### config.mk
export PLATFORM = sky130hd
export DESIGN_NAME = pixel_stream_ctrl
export DESIGN_NICKNAME = d
export VERILOG_FILES = /design/src/rtl/img_pkg.sv /design/src/rtl/sync_delay_timer.sv /design/src/rtl/pixel_stream_ctrl.sv
export SDC_FILE = /design/constraint.sdc
export NUM_CORES = 1
export LEC_CHECK = 0
export BUFFER_PORTS_ARGS = -buffer_cell sky130_fd_sc_hd__buf_2
export CORE_ASPECT_RATIO = 1.2
export CORE_MARGIN = 5
export CORE_UTILIZATION = 55
export CTS_BUF_LIST = sky130_fd_sc_hd__clkbuf_4 sky130_fd_sc_hd__clkbuf_8
export CTS_CLUSTER_SIZE = 14
export DETAILED_ROUTE_END_ITERATION = 8
export PLACE_DENSITY_LB_ADDON = 0.12
export SLEW_MARGIN = 30
export SYNTH_ARGS = -nofsm -noshare
export SYNTH_HDL_FRONTEND = slang
export SYNTH_HIERARCHICAL = 1
export SYNTH_SLANG_ARGS = --single-unit
### constraint.sdc
create_clock -name HCLK -period 4.11 [get_ports HCLK]
set_clock_uncertainty 0.1 [all_clocks]
set_input_delay 0.822 -clock HCLK [delete_from_list [all_inputs] [get_ports HCLK]]
set_output_delay 0.822 -clock HCLK [all_outputs]
set_load 0.1 [all_outputs]
### src/rtl/img_pkg.sv
// Shared types and constants for the raster-scan pixel stream sequencer.
package img_pkg;

    typedef enum logic [2:0] {
        ST_IDLE  = 3'd0,
        ST_VSYNC = 3'd1,
        ST_HSYNC = 3'd2,
        ST_DATA  = 3'd3,
        ST_DONE  = 3'd4
    } stream_state_t;

    localparam int DEF_WIDTH          = 768;
    localparam int DEF_HEIGHT         = 512;
    localparam int DEF_START_UP_DELAY = 100;
    localparam int DEF_HSYNC_DELAY    = 160;

    localparam int ROW_W  = 10;
    localparam int COL_W  = 11;
    localparam int ADDR_W = 19;

    function automatic int max_int(input int a, input int b);
        return (a > b) ? a : b;
    endfunction

endpackage

### src/rtl/sync_delay_timer.sv
// Loadable down-counter timing the VSYNC and HSYNC windows; expire is high
// while the count sits at zero.
module sync_delay_timer #(
    parameter int CNT_W = 8
) (
    input  logic             clk,
    input  logic             rst_n,
    input  logic             clear,
    input  logic             load,
    input  logic [CNT_W-1:0] load_val,
    output logic             expire
);

    logic [CNT_W-1:0] count;

    always_ff @(posedge clk or negedge rst_n) begin
        if (!rst_n) begin
            count <= '0;
        end else if (clear) begin
            count <= '0;
        end else if (load) begin
            count <= load_val;
        end else if (count != '0) begin
            count <= count - CNT_W'(1);
        end
    end

    assign expire = (count == '0);

endmodule

### src/rtl/pixel_stream_ctrl.sv
// Raster-scan sequencer: VSYNC start-up window, per-line blanking, two-pixel
// beats with valid/ready stalling, frame-done pulse and frame counter.
module pixel_stream_ctrl
    import img_pkg::*;
#(
    parameter int WIDTH          = DEF_WIDTH,
    parameter int HEIGHT         = DEF_HEIGHT,
    parameter int START_UP_DELAY = DEF_START_UP_DELAY,
    parameter int HSYNC_DELAY    = DEF_HSYNC_DELAY
) (
    input  logic              HCLK,
    input  logic              HRESETn,
    input  logic              start,
    input  logic              abort,
    input  logic              out_ready,
    output logic              VSYNC,
    output logic              HSYNC,
    output logic              out_valid,
    output logic [ROW_W-1:0]  row,
    output logic [COL_W-1:0]  col,
    output logic [ADDR_W-1:0] addr,
    output logic              eol,
    output logic              eof,
    output logic              busy,
    output logic              ctrl_done,
    output logic [7:0]        frame_cnt
);

    localparam int DLY_MAX = max_int(START_UP_DELAY, HSYNC_DELAY);
    localparam int CNT_W   = $clog2(DLY_MAX + 1);

    localparam logic [COL_W-1:0] LAST_COL = COL_W'(WIDTH - 2);
    localparam logic [ROW_W-1:0] LAST_ROW = ROW_W'(HEIGHT - 1);
    localparam logic [CNT_W-1:0] VS_LOAD  = CNT_W'(START_UP_DELAY - 1);
    localparam logic [CNT_W-1:0] HS_LOAD  = CNT_W'(HSYNC_DELAY - 1);

    // Handshake: a beat transfers on a rising edge where out_valid and
    // out_ready are both high; while out_valid is high and out_ready low the
    // beat (row/col/addr/eol/eof) is held unchanged and out_valid stays high.

    stream_state_t    state;
    logic             accept;
    logic             last_col;
    logic             last_row;
    logic             tmr_clear;
    logic             tmr_load;
    logic [CNT_W-1:0] tmr_val;
    logic             tmr_expire;

    assign accept   = out_valid && out_ready;
    assign last_col = (col == LAST_COL);
    assign last_row = (row == LAST_ROW);
    assign eol      = out_valid && last_col;
    assign eof      = eol && last_row;
    assign addr     = ADDR_W'(row) * ADDR_W'(WIDTH) + ADDR_W'(col);

    // The timer is reloaded on every state change: with the next window
    // length minus one when entering VSYNC/HSYNC, with zero otherwise.
    always_comb begin
        tmr_clear = abort;
        tmr_load  = 1'b0;
        tmr_val   = '0;
        case (state)
            ST_IDLE: begin
                if (start) begin
                    tmr_load = 1'b1;
                    tmr_val  = VS_LOAD;
                end
            end
            ST_VSYNC: begin
                if (tmr_expire) begin
                    tmr_load = 1'b1;
                    tmr_val  = HS_LOAD;
                end
            end
            ST_HSYNC: begin
                if (tmr_expire) begin
                    tmr_load = 1'b1;
                end
            end
            ST_DATA: begin
                if (accept && last_col) begin
                    tmr_load = 1'b1;
                    tmr_val  = last_row ? '0 : HS_LOAD;
                end
            end
            ST_DONE: begin
                tmr_load = 1'b1;
            end
            default: begin
                tmr_load = 1'b1;
            end
        endcase
    end

    sync_delay_timer #(
        .CNT_W (CNT_W)
    ) u_timer (
        .clk      (HCLK),
        .rst_n    (HRESETn),
        .clear    (tmr_clear),
        .load     (tmr_load),
        .load_val (tmr_val),
        .expire   (tmr_expire)
    );

    always_ff @(posedge HCLK or negedge HRESETn) begin
        if (!HRESETn) begin
            state     <= ST_IDLE;
            row       <= '0;
            col       <= '0;
            VSYNC     <= 1'b0;
            HSYNC     <= 1'b0;
            out_valid <= 1'b0;
            busy      <= 1'b0;
            ctrl_done <= 1'b0;
            frame_cnt <= '0;
        end else if (abort) begin
            // The done pulse of an aborted DONE cycle has already been shown;
            // the frame counter is left untouched.
            state     <= ST_IDLE;
            row       <= '0;
            col       <= '0;
            VSYNC     <= 1'b0;
            HSYNC     <= 1'b0;
            out_valid <= 1'b0;
            busy      <= 1'b0;
            ctrl_done <= 1'b0;
        end else begin
            case (state)
                ST_IDLE: begin
                    if (start) begin
                        state <= ST_VSYNC;
                        VSYNC <= 1'b1;
                        busy  <= 1'b1;
                    end
                end
                ST_VSYNC: begin
                    if (tmr_expire) begin
                        state <= ST_HSYNC;
                        VSYNC <= 1'b0;
                    end
                end
                ST_HSYNC: begin
                    if (tmr_expire) begin
                        state     <= ST_DATA;
                        HSYNC     <= 1'b1;
                        out_valid <= 1'b1;
                    end
                end
                ST_DATA: begin
                    if (accept) begin
                        if (last_col) begin
                            col       <= '0;
                            HSYNC     <= 1'b0;
                            out_valid <= 1'b0;
                            if (last_row) begin
                                row       <= '0;
                                state     <= ST_DONE;
                                ctrl_done <= 1'b1;
                            end else begin
                                row   <= row + ROW_W'(1);
                                state <= ST_HSYNC;
                            end
                        end else begin
                            col <= col + COL_W'(2);
                        end
                    end
                end
                ST_DONE: begin
                    state     <= ST_IDLE;
                    busy      <= 1'b0;
                    ctrl_done <= 1'b0;
                    frame_cnt <= frame_cnt + 8'd1;
                end
                default: begin
                    state     <= ST_IDLE;
                    VSYNC     <= 1'b0;
                    HSYNC     <= 1'b0;
                    out_valid <= 1'b0;
                    busy      <= 1'b0;
                    ctrl_done <= 1'b0;
                end
            endcase
        end
    end

endmodule

==> results.cfg, run 1 <==
[worst_setup_path]
cp-start-kind = register
cp_max_fo = 6
crit-reg2reg-launch = state[0]
path_class = reg -> out
crit_start = row[0]
critPathRequiredTime_ps = 3190
cp_data_arrival_time_ps = 2990
end_kind = output port

[timing]
finalCriticalPeriod_ps = 3920
max_freq_mhz = 255
slew_headroom_pct = 61.2
rsz0062_at_grt = false
period_share_pct = 95.3
hold_violations = 0
timing.final.max_slew_violations = 0
setup_viol = 0
worstMarginPinSlew_ps = 578
whs_ps = 369

[synth]
synth-edff-count = 0
synthXorXnorAreaFrac_pct = 12.4
synthArstFlopShare_pct = 100
synth_simple_gate_area_share_pct = 23.0
synthDistinctLibCells = 60
synth-seq-cells = 43
syn_area_um2 = 2970
synth_cells = 322
synth_area_per_cell_um2 = 9.22
seq_area_frac_synth_pct = 36.2
synth_compound_gate_area_share_pct = 13.4
synthFlopType = dfrtp_1
synth_mux_area_share_pct = 0.716
ys_warn_count = 6
synth_fa_ha_area_share_pct = 8.51
synth_top_family_by_area = simple AND/OR/NAND/NOR gates

[cts]
clkTransAtPathRegs_ps = 90
cts_hold_repair.buffers = 0
cts_tree = yes
clock-sinks = 43
clk_latency_ps = 310
htree_levels = 2
cts_buffer_depth = 2
root_buffer = clkbuf_8
numCtsBuffers = 5

[power_and_ir_drop]
peakVddDrop_uv = 238
p_leak_uw = 0.00182
power_density_nw_per_um2 = 398

[layout]
final_cell_mix = buf_2 (53), nor2_1 (38), dfrtp_1 (37)
finalNonFillerCells = 439
n_fill_cell = 425
multi_input_area_um2 = 1940
utilization_pct = 70.0
final_common_cell = buf_2
areaGrowthSynthToFinish_pct = 24.1
antenna_cells = 0
regArea_um2 = 1090
nets = 400
drive_gt1_share_pct = 31.0

[floorplan]
die_x_um = 77.1
dieArea_um2 = 6980
boundaryPins = 60
coreArea_um2 = 5260
row_count = 29
fp.dieH_um = 90.5
initial_core_util_pct = 56.5

[placement]
dp_cells = 429
place_congestion = 0.792
port_buffers = 57
hpwl_mm = 4.99

[routing]
wirelength_mm = 6.78
vias = 2490
firstDrtPassIters = 4
remaining_drc_errors = 0
via_per_inst = 5.67
wire_per_inst_um = 15.4
postRouteAntennaNets = 0
drt_iter0_markers = 138

[status]
status = finished clean

[global_routing]
antenna_found_initial = 0
overflow = 0
grt_max_degree = 23
grt_pass1_vias = 2444
grt_pass1_wl_mm = 11.7
globalRouteTotalUtil_pct = 20.2

[hold_path]
hold_start = frame_cnt[7]
hp-class = reg -> reg

[flow_run]
max-cap-violations = 0
## repair_timing
| action | CTS | global route |
|---|---|---|
| endpoints found under the setup margin | 2 | 4 |
| pin swaps | 1 | 2 |
| setup buffers | 0 | 2 |
| gates resized for setup | 4 | 8 |
## cell type report
| class | instances | share of cell area, % |
|---|---|---|
| inverters | 16 | 1.63 |
| multi-input cells | 246 | 52.6 |
| flip-flops and latches | 43 | 29.5 |
| repair buffers | 64 | 11.0 |
| clock buffers | 5 | 1.87 |
| well taps | 62 | 2.11 |
| clock inverters | 3 | 1.26 |
## worst max-delay path: stages (launching register included)
cell,delay [ps]
dfrtp_4,470
ha_4,170
inv_1,60
fa_1,420
nor2b_2,170
o21bai_1,110
mux2i_1,250
a2111oi_4,100
buf_4,190
nor4_4,370
xnor2_4,170
buf_12,190
## registers in the layout, summed over array words and instances, names as in the netlist
register       flops
busy               1
VSYNC              1
state              3
frame_cnt          8
row               10
out_valid          1
u_timer/count      8
ctrl_done          1
col               10
## report_power, final
group	internal [uW]	total (uW)	leakage, uW	switching [uW]
clock	183	348	0.0000548	165
sequential	472	546	0.000576	74.0
combinational	193	572	0.00119	380
## final timing paths
path / endpoint / slack [ps] / cells past startpoint
worst max-delay path: addr[18] / 190 / 11
worst min-delay path: frame_cnt[7] / 370 / 1
max in group asynchronous: row[5] / 3020 / 2
worst min register to register: frame_cnt[7] / 370 / 1
min in group asynchronous: frame_cnt[5] / 380 / 1
worst max register to register: u_timer/count[7] / 1320 / 7
## stage by stage
| stage | setup TNS [ps] | total power [uW] | setup slack [ps] | instance area [um2] |
|---|---|---|---|---|
| finish | 0 | 1470 | 194 | 3680 |
| global route | 0 | 1560 | 38.2 | 3680 |
| CTS | -28.9 | 1470 | -28.9 | 3610 |
| detailed placement | 0 | 1120 | 255 | 3470 |
| global placement | 0 | 1110 | 350 | 3450 |
| floorplan | 0 | 1030 | 0.746 | 3120 |
## synth_stat cells (all sizes together) (2+ instances only)
master	instances	area share, %
a211oi	5	1.3
a21o	6	1.6
a21oi	17	3.0
a221oi	2	0.59
and2	2	0.46
and3	8	1.9
buf	12	2.9
clkbuf	6	0.80
dfrtp	43	36
fa	2	1.3
ha	17	7.2
inv	16	2.0
nand2	20	2.5
nand3	12	2.0
nand4	7	2.0
nor2	38	4.8
nor2b	2	0.42
nor3	10	2.1
nor3b	4	1.2
nor4	4	1.1
nor4b	2	1.1
o211ai	2	0.67
o21ai	11	1.9
o21bai	4	1.0
or2	3	0.63
or3	5	1.1
or4	3	1.0
xnor2	22	6.5
xor2	20	5.9
## metal layers
| layer | vias up | part of all wire, % | global-route usage, % |
|---|---|---|---|
| met5 | - | 0 | 0 |
| met4 | 0 | 1.8 | 7.31 |
| met3 | 11 | 4.4 | 4.49 |
| met2 | 52 | 51 | 32.9 |
| met1 | 1200 | 43 | 26.0 |
| li1 | 1227 | - | - |
## cells by family after synthesis
kind of cell | after synthesis
xor gates and xnor gates | 42
other | 1
and+or+nand+nor | 123
muxes | 2
adders and majority gates | 19
DFF | 43
buffers and inverters | 34
AOI/OAI and AO/OA | 58
No activity file was read; power rests on OpenSTA's default activity.
==> run 2: changes to the inputs <==
CTS_BUF_LIST = sky130_fd_sc_hd__clkbuf_8   (was sky130_fd_sc_hd__clkbuf_4 sky130_fd_sc_hd__clkbuf_8)
REMOVE_ABC_BUFFERS = 1   (was unset)
==> run 2 against run 1 <==
Against the previous run: first-iteration DRC count up 6.5%; via count fell by 1.5%; power down 2.7%; routed wire length fell by 6.3%; flip-flop and latch count unchanged; setup slack worse by 10 ps; combinational power decreased by 0.7%; fmax down 0.26%; critical path depth down 2; critical path type unchanged; largest cell class unchanged; largest power group unchanged.
==> results.cfg, run 2 (same netlist as run 1, synthesis figures left out) <==
[worst_setup_path]
end_kind = output port
cp_num_buf_inv = 2
critPathRequiredTime_ps = 3190
crit_path_max_incr_delay_ps = 440
cp_data_arrival_time_ps = 3000
cp-start-kind = register
cp_max_fo = 6
path_class = reg -> out
crit_chain = ha_1 -> inv_1 -> fa_1 -> nor2b_1 -> o21bai_1 -> mux2i_1 -> a2111oi_4 -> xor2_1 -> buf_2
cpMaxStageDelayCell = dfrtp_1
cp_top_family = adder cells

[power_and_ir_drop]
power_density_nw_per_um2 = 421
internal_power_uw = 838
netSwitchingFraction_pct = 41.2
combPwrFrac_pct = 39.8
p_switching_uw = 589
p_seq_share_pct = 38.5
peakVddDrop_uv = 271
clkPwrFrac_pct = 21.7
p_leak_uw = 0.00172

[routing]
via_per_inst = 5.68
vias = 2452
firstDrtPassIters = 4
wirelength_mm = 6.35
postRouteAntennaNets = 0
remaining_drc_errors = 0
drt_iter0_markers = 147
wire_per_inst_um = 14.7

[layout]
finalNonFillerCells = 432
reg.largest.list = col: 10 flops, row: 10 flops
stdcell_area_um2 = 3390
final_cell_mix = buf_2 (53), dfrtp_1 (43), nor2_1 (37)
n_fill_cell = 467
areaGrowthSynthToFinish_pct = 14.2
drive_gt1_share_pct = 23.5
nets = 394
regArea_um2 = 1080
multi_input_area_um2 = 1760
final_common_cell = buf_2
antenna_cells = 0

[timing]
finalCriticalPeriod_ps = 3930
period_share_pct = 95.5
hold_violations = 0
setup_viol = 0
rsz0062_at_grt = false
slew_headroom_pct = 63.6
worstMarginPinSlew_ps = 540
max_freq_mhz = 255
timing.final.max_slew_violations = 0

[global_routing]
antenna_found_initial = 0
grt_pass1_vias = 2389
grt_max_degree = 44
grt_pass1_wl_mm = 11.0
globalRouteTotalUtil_pct = 18.4
overflow = 0

[placement]
port_buffers = 57
hpwl_mm = 4.78
postPlaceCellArea_um2 = 3250
dp_cells = 425
place_congestion = 0.869

[floorplan]
die_x_um = 77.1
coreArea_um2 = 5260
fp.dieH_um = 90.5
row_count = 29
initial_core_util_pct = 56.5
dieArea_um2 = 6980
boundaryPins = 60

[cts]
cts_tree = yes
clock-sinks = 43
clk_latency_ps = 290
root_buffer = clkbuf_8
clkTransAtPathRegs_ps = 80
numCtsBuffers = 5
cts_hold_repair.buffers = 0
cts_buffer_depth = 2
postCtsSetupBuffers = 0
htree_levels = 2

[hold_path]
hp-class = reg -> reg

[flow_run]
max-cap-violations = 0

[status]
status = finished clean
-- run 2: worst paths after layout --
kind / depth (start not counted) / end / from / slack, ps
max in group asynchronous: 1 / row[5] / HRESETn / 3130
min: 1 / frame_cnt[7] / frame_cnt[7] / 370
min in group asynchronous: 1 / u_timer/count[7] / HRESETn / 410
max reg2reg: 7 / u_timer/count[5] / state[0] / 1390
max: 9 / addr[15] / row[0] / 180
min reg2reg: 1 / frame_cnt[7] / frame_cnt[7] / 370
-- run 2: layer usage --
| layer | vias up | share of wire [%] | global-route usage [%] |
|---|---|---|---|
| met5 | - | 0 | 0 |
| met4 | 0 | 1.0 | 4.30 |
| met3 | 6 | 4.7 | 3.19 |
| met2 | 71 | 51 | 32.2 |
| met1 | 1159 | 43 | 23.5 |
| li1 | 1216 | - | - |
-- run 2: stage by stage --
| stage | TNS, ps | hold slack [ps] | setup slack [ps] | util (%) | total power (uW) |
|---|---|---|---|---|---|
| 2_1_floorplan | -7890 | 423 | -1150 | - | 1010 |
| 3_3_place_gp | 0 | 357 | 427 | 61.8 | 1110 |
| 3_5_place_dp | 0 | 362 | 325 | 61.8 | 1120 |
| 4_1_cts | 0 | 373 | 14.1 | 63.7 | 1440 |
| 5_1_grt | 0 | 403 | 11.5 | 64.5 | 1510 |
| 6_report | 0 | 365 | 184 | 64.5 | 1430 |
-- run 2: power by group through the flow --
stage | combinational, uW | sequential [uW] | clock [uW]
2_1_floorplan | 337 | 675 | 0
3_3_place_gp | 559 | 554 | 0
3_5_place_dp | 567 | 556 | 0
4_1_cts | 570 | 547 | 321
5_1_grt | 621 | 558 | 335
6_report | 568 | 549 | 310
-- run 2: worst register-to-register path: cells and delay by family (launching register included) --
kind                   cells  cell delay [ps]
buffers and inverters      1              240
and+or+nand+nor            4             1240
AOI/OAI and AO/OA          2              470
DFF                        1              570
-- run 2: cell type report --
cell class	instances	share of cell area, %
multi-input combinational	246	51.8
inverter	16	1.77
clock inverter	2	0.996
tap	62	2.29
sequential	43	31.7
timing repair buffer	58	9.40
clock buffer	5	2.03
-- run 2: timing repair --
item,in CTS,in global routing
endpoints found under the setup margin,0,4
resized for setup,0,9
hold endpoints to repair,0,0
